$ cat src/rtl/riscado_pkg.sv
// Shared definitions for the arRISCado core: datapath width, the canonical
// NOP encoding and the fetch-stage state encoding.
package riscado_pkg;

    localparam int XLEN = 32;

    // addi x0, x0, 0
    localparam logic [31:0] NOP_INSTR = 32'h0000_0013;

    typedef enum logic [1:0] {
        BOOT = 2'd0,
        RUN  = 2'd1,
        HALT = 2'd2
    } fetch_state_e;

    // Byte address to rom word index; the top two bits come out as zero.
    function automatic logic [XLEN-1:0] word_index(input logic [XLEN-1:0] byte_addr);
        return byte_addr >> 2;
    endfunction

endpackage

$ cat src/rtl/fetch_stage_if.sv
// Fetch-stage bus: rom port, downstream control and the IF/ID outputs.
// FETCH_MISALIGN_TRAP_EN adds the fetch_misaligned flag.
interface fetch_stage_if #(
    parameter int XLEN = 32
);
    logic [XLEN-1:0] rom_address;
    logic [XLEN-1:0] rom_data;
    logic            stall;
    logic            redirect;
    logic [XLEN-1:0] redirect_target;
    logic            halt_req;
    logic [XLEN-1:0] if_instr;
    logic [XLEN-1:0] if_pc;
    logic            if_valid;
    logic            halted;
`ifdef FETCH_MISALIGN_TRAP_EN
    logic            fetch_misaligned;

    modport master (
        output rom_address, if_instr, if_pc, if_valid, halted, fetch_misaligned,
        input  rom_data, stall, redirect, redirect_target, halt_req
    );
    modport slave (
        input  rom_address, if_instr, if_pc, if_valid, halted, fetch_misaligned,
        output rom_data, stall, redirect, redirect_target, halt_req
    );
`else
    modport master (
        output rom_address, if_instr, if_pc, if_valid, halted,
        input  rom_data, stall, redirect, redirect_target, halt_req
    );
    modport slave (
        input  rom_address, if_instr, if_pc, if_valid, halted,
        output rom_data, stall, redirect, redirect_target, halt_req
    );
`endif
endinterface

$ cat src/rtl/fetch_stage_pc_reg.sv
// Program counter with its next-pc selection: redirect target (word
// aligned), sequential pc+4 (wrapping modulo 2^XLEN) or hold.
module pc_reg #(
    parameter int              XLEN     = 32,
    parameter logic [XLEN-1:0] RESET_PC = '0
) (
    input  logic            clk,
    input  logic            reset,
    input  logic            load_target,
    input  logic            advance,
    input  logic [XLEN-1:0] target,
    output logic [XLEN-1:0] pc
);

    logic [XLEN-1:0] pc_value_reg;
    logic [XLEN-1:0] pc_next;

    // Next-pc mux; a load always wins over a sequential advance.
    always_comb begin
        pc_next = pc_value_reg;
        if (load_target) begin
            pc_next = target & ~XLEN'(3);
        end else if (advance) begin
            pc_next = pc_value_reg + XLEN'(4);
        end
    end

    // PC register, reloaded with the boot address on reset.
    always_ff @(posedge clk) begin
        if (reset) begin
            pc_value_reg <= RESET_PC;
        end else begin
            pc_value_reg <= pc_next;
        end
    end

    assign pc = pc_value_reg;

endmodule

$ cat src/rtl/fetch_stage.sv
// Instruction fetch stage: owns the pc, addresses the rom and registers the
// returned word into IF/ID. Handles redirect, stall and halt.
// Optional macro FETCH_MISALIGN_TRAP_EN: a redirect to a non word-aligned
// target halts the stage and raises fetch_misaligned instead of clearing
// the low bits.
module fetch_stage
    import riscado_pkg::*;
#(
    parameter logic [31:0] RESET_PC = 32'h0000_0000
) (
    input  logic          clk,
    input  logic          reset,
    fetch_stage_if.master bus
);

    fetch_state_e    state_reg;
    logic [XLEN-1:0] pc;
    logic [XLEN-1:0] if_instr_reg;
    logic [XLEN-1:0] if_pc_reg;
    logic            if_valid_reg;
    logic            halted_reg;
    logic            in_run;
    logic            misaligned_redirect;
    logic            pc_load;
    logic            pc_advance;
`ifdef FETCH_MISALIGN_TRAP_EN
    logic            fetch_misaligned_reg;
`endif

    // Decode the downstream controls; they only act while running.
    always_comb begin
        in_run = (state_reg == RUN);
`ifdef FETCH_MISALIGN_TRAP_EN
        misaligned_redirect = (bus.redirect_target[1:0] != 2'b00);
`else
        misaligned_redirect = 1'b0;
`endif
        pc_load    = in_run && bus.redirect && !misaligned_redirect;
        pc_advance = in_run && !bus.redirect && !bus.stall && !bus.halt_req;
    end

    pc_reg #(
        .XLEN     (XLEN),
        .RESET_PC (RESET_PC)
    ) u_pc_reg (
        .clk         (clk),
        .reset       (reset),
        .load_target (pc_load),
        .advance     (pc_advance),
        .target      (bus.redirect_target),
        .pc          (pc)
    );

    // Fetch FSM and IF/ID pipeline register.
    always_ff @(posedge clk) begin
        if (reset) begin
            state_reg    <= BOOT;
            if_instr_reg <= NOP_INSTR;
            if_pc_reg    <= '0;
            if_valid_reg <= 1'b0;
            halted_reg   <= 1'b0;
`ifdef FETCH_MISALIGN_TRAP_EN
            fetch_misaligned_reg <= 1'b0;
`endif
        end else begin
            case (state_reg)
                BOOT: begin
                    state_reg <= RUN;
                end
                RUN: begin
                    if (bus.redirect) begin
                        // Squash the wrong-path word; IF/ID data is left as is.
                        if_valid_reg <= 1'b0;
                        if (misaligned_redirect) begin
                            state_reg  <= HALT;
                            halted_reg <= 1'b1;
`ifdef FETCH_MISALIGN_TRAP_EN
                            fetch_misaligned_reg <= 1'b1;
`endif
                        end
                    end else if (bus.stall) begin
                        state_reg <= RUN;
                    end else if (bus.halt_req) begin
                        state_reg    <= HALT;
                        if_valid_reg <= 1'b0;
                        halted_reg   <= 1'b1;
                    end else begin
                        if_instr_reg <= bus.rom_data;
                        if_pc_reg    <= pc;
                        if_valid_reg <= 1'b1;
                    end
                end
                HALT: begin
                    state_reg    <= HALT;
                    if_valid_reg <= 1'b0;
                    halted_reg   <= 1'b1;
                end
                default: begin
                    state_reg <= BOOT;
                end
            endcase
        end
    end

    assign bus.rom_address = word_index(pc);
    assign bus.if_instr    = if_instr_reg;
    assign bus.if_pc       = if_pc_reg;
    assign bus.if_valid    = if_valid_reg;
    assign bus.halted      = halted_reg;
`ifdef FETCH_MISALIGN_TRAP_EN
    assign bus.fetch_misaligned = fetch_misaligned_reg;
`endif

endmodule

$ cat src/flat_wrapper.sv
// flat-port wrapper written by rule: the top's interface ports become plain ports
module fetch_stage_flat import riscado_pkg::*;
#(
    parameter logic [31:0] RESET_PC = 32'h0000_0000
)
  (clk, reset, bus_rom_address, bus_if_instr, bus_if_pc, bus_if_valid, bus_halted, bus_rom_data, bus_stall, bus_redirect, bus_redirect_target, bus_halt_req);
  fetch_stage_if #(.XLEN(32)) bus_i ();
  input  logic clk;
  input  logic reset;
  output wire logic [$bits(bus_i.rom_address)-1:0] bus_rom_address;
  output wire logic [$bits(bus_i.if_instr)-1:0] bus_if_instr;
  output wire logic [$bits(bus_i.if_pc)-1:0] bus_if_pc;
  output wire logic [$bits(bus_i.if_valid)-1:0] bus_if_valid;
  output wire logic [$bits(bus_i.halted)-1:0] bus_halted;
  input wire logic [$bits(bus_i.rom_data)-1:0] bus_rom_data;
  input wire logic [$bits(bus_i.stall)-1:0] bus_stall;
  input wire logic [$bits(bus_i.redirect)-1:0] bus_redirect;
  input wire logic [$bits(bus_i.redirect_target)-1:0] bus_redirect_target;
  input wire logic [$bits(bus_i.halt_req)-1:0] bus_halt_req;
  assign bus_rom_address = bus_i.rom_address;
  assign bus_if_instr = bus_i.if_instr;
  assign bus_if_pc = bus_i.if_pc;
  assign bus_if_valid = bus_i.if_valid;
  assign bus_halted = bus_i.halted;
  assign bus_i.rom_data = bus_rom_data;
  assign bus_i.stall = bus_stall;
  assign bus_i.redirect = bus_redirect;
  assign bus_i.redirect_target = bus_redirect_target;
  assign bus_i.halt_req = bus_halt_req;
  fetch_stage #(.RESET_PC(RESET_PC)) u_core (.clk(clk), .reset(reset), .bus(bus_i));
endmodule
$ cat config.mk
export PLATFORM = sky130hd
export DESIGN_NAME = fetch_stage_flat
export DESIGN_NICKNAME = d
export VERILOG_FILES = /design/src/rtl/riscado_pkg.sv /design/src/rtl/fetch_stage_if.sv /design/src/rtl/fetch_stage_pc_reg.sv /design/src/rtl/fetch_stage.sv /design/src/flat_wrapper.sv
export SDC_FILE = /design/constraint.sdc
export NUM_CORES = 1
export LEC_CHECK = 0
export CAP_MARGIN = 20
export CORE_MARGIN = 3
export CORE_UTILIZATION = 47
export DETAILED_ROUTE_END_ITERATION = 12
export GPL_TIMING_DRIVEN = 0
export PLACE_DENSITY_LB_ADDON = 0.15
export SKIP_CTS_REPAIR_TIMING = 1
export SYNTH_ARGS = -nofsm -noshare
export SYNTH_HDL_FRONTEND = slang
export SYNTH_SLANG_ARGS = --single-unit
$ cat constraint.sdc
create_clock -name clk -period 3.45 [get_ports clk]
set_input_delay 0.69 -clock clk [delete_from_list [all_inputs] [get_ports clk]]
set_output_delay 0.69 -clock clk [all_outputs]
set_load 0.03 [all_outputs]
==> results of run 1 <==
## worst max path at each step
stage / startpoint / endpoint / slack (ns) / cells after the start
3_3_place_gp: bus_stall / u_core.bus.if_instr[28] / 0.38 / 8
3_5_place_dp: bus_stall / u_core.bus.if_instr[18] / 0.32 / 8
6_report: bus_stall / u_core.bus.if_instr[18] / 0.68 / 8
4_1_cts: bus_stall / u_core.bus.if_instr[18] / 0.71 / 8
2_1_floorplan: bus_stall / u_core.u_pc_reg.pc[13] / 1.19 / 6
5_1_grt: bus_stall / u_core.bus.if_instr[18] / 0.52 / 8
## per-stage QoR
| step | util (%) | setup WS, ns | instance area [um^2] | total power [mW] |
|---|---|---|---|---|
| CTS | 72.4 | 0.709 | 6070 | 2.39 |
| floorplan | - | 1.19 | 4140 | 1.43 |
| detailed placement | 69.9 | 0.319 | 5860 | 1.64 |
| global route | 72.4 | 0.522 | 6070 | 2.48 |
| finish | 72.4 | 0.678 | 6070 | 2.39 |
| global placement | 69.9 | 0.377 | 5860 | 1.64 |
## layout by cell type, fill, tap and decap left out, types with 3 or more instances in the layout
master             n
nor3_1            13
and3_1             3
nand2_1          136
o311ai_1           4
nor2_1            25
xor2_1             6
buf_4              4
o21a_1             3
clkbuf_8           9
clkbuf_1          33
nand3_1           11
a31oi_1            3
o22ai_1            8
nor4_1             4
buf_2              4
and4_1             4
nand2b_1           3
o21ai_1            7
nand3b_1           5
nand4_1           12
a21oi_1           77
xnor2_1            5
a22oi_1           11
a211oi_1           5
clkdlybuf4s50_1  159
dfxtp_1           96
conb_1             4
inv_1              5
## routing by layer
layer	global-route usage, %	part of all wire (%)
met1	34.9	42
met2	41.8	48
met3	4.00	7.7
met4	10.8	2.5
met5	0	0
## tightest hold or removal path, delay by kind of cell, from the launching register on
kind,cells,cell delay (ns)
flops,1,0.32
buf+inv,1,0.05
compound gates,1,0.05
## report_power, final
part           leakage (nW)  total (mW)  internal, mW  switching (mW)
sequential            0.780        1.20          1.15          0.0528
clock                0.0959       0.762         0.345           0.416
combinational          1.12       0.421         0.194           0.228
total                  2.00        2.39          1.69           0.697
## cells by family after synthesis
family	after synthesis	share of synthesized area (%)
AO/OA/AOI/OAI	133	19.5
XOR/XNOR	11	2.34
adder cells (fa/ha/maj)	1	0.303
buffers and inverters	47	5.13
flip-flops	96	46.6
multiplexers	2	0.516
other	1	0.0909
AND/OR/NAND/NOR	228	25.6
## final cells by class
type                            instances  area [um^2]  area share, %
Inverter                                5         18.8          0.309
Clock buffer                           10          128           2.10
Multi-Input combinational cell        379         2000           33.0
Sequential cell                        96         1920           31.7
Clock inverter                          6         78.8           1.30
Tap cell                              105          131           2.17
Timing Repair Buffer                  159         1590           26.2
Buffer                                 42          193           3.18
==> flow_metrics.tcl, run 1 <==
set metrics [dict create \
    clk_pin_slew_ns 0.10 \
    min_from "u_core.bus.halted" \
    slew_viol_final 0 \
    vias 4500 \
    fin_nets 762 \
    io_pins 167 \
    tightest_slew_ns 0.641 \
    status "complete, no violations" \
    core-area_um2 8380 \
    grt_pass1_wl_mm 20.9 \
    fin_crit_sh_pct 80.3 \
    antenna_cells 0 \
    finalSetupViolations 0 \
    initial_core_util_pct 49.2 \
    crit_top_cell "buf_2" \
    rows 33 \
    gp_congestion 0.969 \
    hold_violations 0 \
    vias_per_cell 5.61 \
    routed_wirelength_mm 13.0 \
    fmax_mhz 361 \
    grt_max_degree 18 \
    avgSynthCellArea_um2 7.95 \
    synth_cells 519 \
    htree_levels 3 \
    rsz0062_at_grt "no" \
    die_w_um 99.7 \
    largest_reg_flops 32 \
    synth_cell_types 53 \
    required_ns 3.75 \
    ys_top_cells_by_count "136 x nand2_1, 96 x dfxtp_1, 77 x a21oi_1" \
    worstRegToRegCells 8 \
    die_area_um2 9940 \
    r2r_start "u_core.state_reg[1]" \
    wire_per_inst_um 16.3 \
    whs_endpoint "u_core.bus.halted" \
    post-route-drc-count 0 \
    crit_type "in -> reg" \
    first_pass_iters 5 \
    power_density_nw_per_um2 393 \
    syn_area_um2 4130 \
    root_buffer "clkbuf_8" \
    start_kind "input pin" \
    fin_setup_tns_ns 0 \
    placement.io_buffers 159 \
    instances_no_fill 802 \
    cts.sinks 96 \
    leakagePower_nw 2.00 \
    relSlewSlack_pct 57.1 \
    cp_cell_sequence "clkdlybuf4s50_1 -> or4b_4 -> buf_6 -> nor2_1 -> buf_2 -> buf_2 -> nand2_1 -> a21oi_1" \
    final_antenna_net_count 0 \
    grt_pass1_vias 4132 \
    holdPathStages 2 \
    antenna_found_initial 0 \
    cts_inserted_buffers 9 \
    areaGrowthSynthToFinish_pct 47.0 \
    grtUsageTotal_pct 26.0 \
    cap_violations 0 \
    cp_slowest_cell "or4b_4" \
    max_stage_delay_ns 0.57 \
    seq_area_frac_synth_pct 46.6 \
    peakVddDrop_uv 251 \
    drt_iter0_markers 326 \
    synth_top_area_cell "dfxtp_1" \
    period_needed_ns 2.77 \
    num-fill-cells 675 \
    synthArstFlopShare_pct 0 \
    insertion_delay_ns 0.36 \
    crit_buf_inv 4 \
    holdWs_ns 0.453 \
    synth_top_cells_by_area "dfxtp_1 47%, nand2_1 12%, a21oi_1 9.3%, clkbuf_1 2.9%, nor2_1 2.3%" \
    yosys_most_used_dff "dfxtp_1" \
    cts_tree "yes" \
    drive_above_1_share_pct 4.30 \
    yosys_warnings 0 \
    synth_edf_count 0 \
    r2r_setup_slack_ns 1.16 \
    cts.path.max_buffers 2 \
    die_h_um 99.7 \
    grt_overflow_total 0 \
    dpl.cell_count 786 \
    synth_top_cell_area_share_pct 46.6 \
    crit_arrival_ns 3.07 \
    ys_seq_elements 96 \
    cp_max_fo 10 \
    yosysMostFrequentCell "nand2_1" \
    r2r_end "u_core.bus.if_instr[18]" \
    post-dp-hpwl_mm 9.71 \
    critPathTopFamily "buffers and inverters" \
    worstHoldPathType "reg -> reg" \
    clock_skew_ns 0.0146 \
    endpoint_kind "flop" \
]
No activity file was read; power rests on OpenSTA's default activity.
==> inputs of run 2 (changes only) <==
CORE_UTILIZATION = 39   (was 47)
clock period = 2.3 ns   (was 3.45 ns; I/O delays follow)
==> flow_metrics.tcl, run 2 (same netlist as run 1, synthesis figures left out) <==
set metrics [dict create \
    status "complete, no violations" \
    drive_above_1_share_pct 6.90 \
    holdWs_ns 0.455 \
    rsz0062_at_grt "no" \
    fin_crit_sh_pct 96.1 \
    drt_iter0_markers 357 \
    die_w_um 109 \
    peakVddDrop_uv 362 \
    cp_slowest_cell "clkdlybuf4s50_1" \
    fin_setup_tns_ns 0 \
    io_pins 167 \
    crit_type "in -> reg" \
    crit_arrival_ns 2.50 \
    die_area_um2 11800 \
    grt_max_degree 17 \
    cts_inserted_buffers 9 \
    fmax_mhz 452 \
    relSlewSlack_pct 55.8 \
    grt_pass1_vias 4159 \
    cp_cell_sequence "clkdlybuf4s50_1 -> or4b_4 -> buf_6 -> nor2_4 -> buf_4 -> buf_2 -> nand2_1 -> a21oi_1" \
    endpoint_kind "flop" \
    fin_nets 762 \
    critPathTopFamily "buffers and inverters" \
    cp_max_fo 10 \
    regArea_um2 1930 \
    leakagePower_nw 2.05 \
    gp_congestion 0.877 \
    vias 4392 \
    finalSetupViolations 0 \
    grt_overflow_total 0 \
    max_stage_delay_ns 0.53 \
    core-area_um2 10000 \
    antenna_cells 0 \
    root_buffer "clkbuf_8" \
    vias_per_cell 5.30 \
    final_common_cell "clkdlybuf4s50_1" \
    initial_core_util_pct 41.1 \
    crit_buf_inv 4 \
    cts_tree "yes" \
    final_antenna_net_count 0 \
    htree_levels 3 \
    post-route-drc-count 0 \
    period_needed_ns 2.21 \
    final_cell_mix "158 x clkdlybuf4s50_1, 135 x nand2_1, 93 x dfxtp_1" \
    num-fill-cells 927 \
    power_density_nw_per_um2 585 \
    antenna_found_initial 0 \
    required_ns 2.59 \
    tightest_slew_ns 0.662 \
    slew_viol_final 0 \
    areaGrowthSynthToFinish_pct 48.8 \
    cts.sinks 96 \
    placement.io_buffers 159 \
    wire_per_inst_um 16.1 \
    hold_violations 0 \
    routed_wirelength_mm 13.3 \
    post-dp-hpwl_mm 9.83 \
    grtUsageTotal_pct 22.3 \
    first_pass_iters 5 \
    cts.path.max_buffers 2 \
    multiInputGateArea_um2 2020 \
    rows 36 \
    cap_violations 0 \
    clk_pin_slew_ns 0.09 \
    largest_reg_flops 32 \
    grt_pass1_wl_mm 20.9 \
    clock_skew_ns 0.00852 \
    start_kind "input pin" \
    fin_total_pwr_mw 3.59 \
    insertion_delay_ns 0.36 \
    worstHoldPathType "reg -> reg" \
    die_h_um 109 \
]
==> run 2: final timing paths <==
| check | startpoint | endpoint | slack, ns | depth (start not counted) |
|---|---|---|---|---|
| hold reg to reg | u_core.bus.halted | u_core.bus.halted | 0.46 | 2 |
| setup / recovery | bus_halt_req | u_core.bus.if_instr[14] | 0.09 | 8 |
| setup reg to reg | u_core.u_pc_reg.pc[6] | u_core.u_pc_reg.pc[26] | 0.13 | 5 |
| hold / removal | u_core.bus.halted | u_core.bus.halted | 0.46 | 2 |
==> run 2: report_power, final <==
group / switching, mW / internal (mW)
clock network: 0.613 / 0.537
registers: 0.0815 / 1.72
logic: 0.340 / 0.294
total: 1.03 / 2.56
==> run 2: worst register-to-register path, cell delays in order, from the launching register on <==
cell and delay, ns:
dfxtp_1 0.46, nand4_1 0.24, or4_1 0.78, nor3_1 0.30, xnor2_1 0.16, o22ai_1 0.10
==> run 2: final cells by class <==
cell class / instances / area share, %
clock buffer: 10 / 2.24
timing repair buffer: 161 / 26.2
tap: 133 / 2.71
multi-input combinational: 379 / 32.8
sequential: 96 / 31.4
inverter: 5 / 0.306
buffer: 40 / 3.30
clock inverter: 5 / 1.04
==> run 2: metal layers <==
metal / GRT usage (%) / vias up / part of all wire, %
li1: - / 2159 / -
met1: 30.0 / 2037 / 44
met2: 36.6 / 179 / 47
met3: 4.32 / 17 / 7.7
met4: 6.04 / 0 / 1.6
met5: 0 / - / 0
==> run 2: per-stage QoR <==
| stage | utilization, % | cells | setup slack (ns) | area, um^2 |
|---|---|---|---|---|
| 4_1_cts | 60.7 | 829 | -0.284 | 6100 |
| 5_1_grt | 61.1 | 829 | 0.000801 | 6140 |
| 3_5_place_dp | 58.7 | 814 | -0.664 | 5890 |
| 2_1_floorplan | - | 522 | 0.167 | 4140 |
| 6_report | 61.1 | 829 | 0.0894 | 6140 |
| 3_3_place_gp | 58.7 | 814 | -0.626 | 5890 |
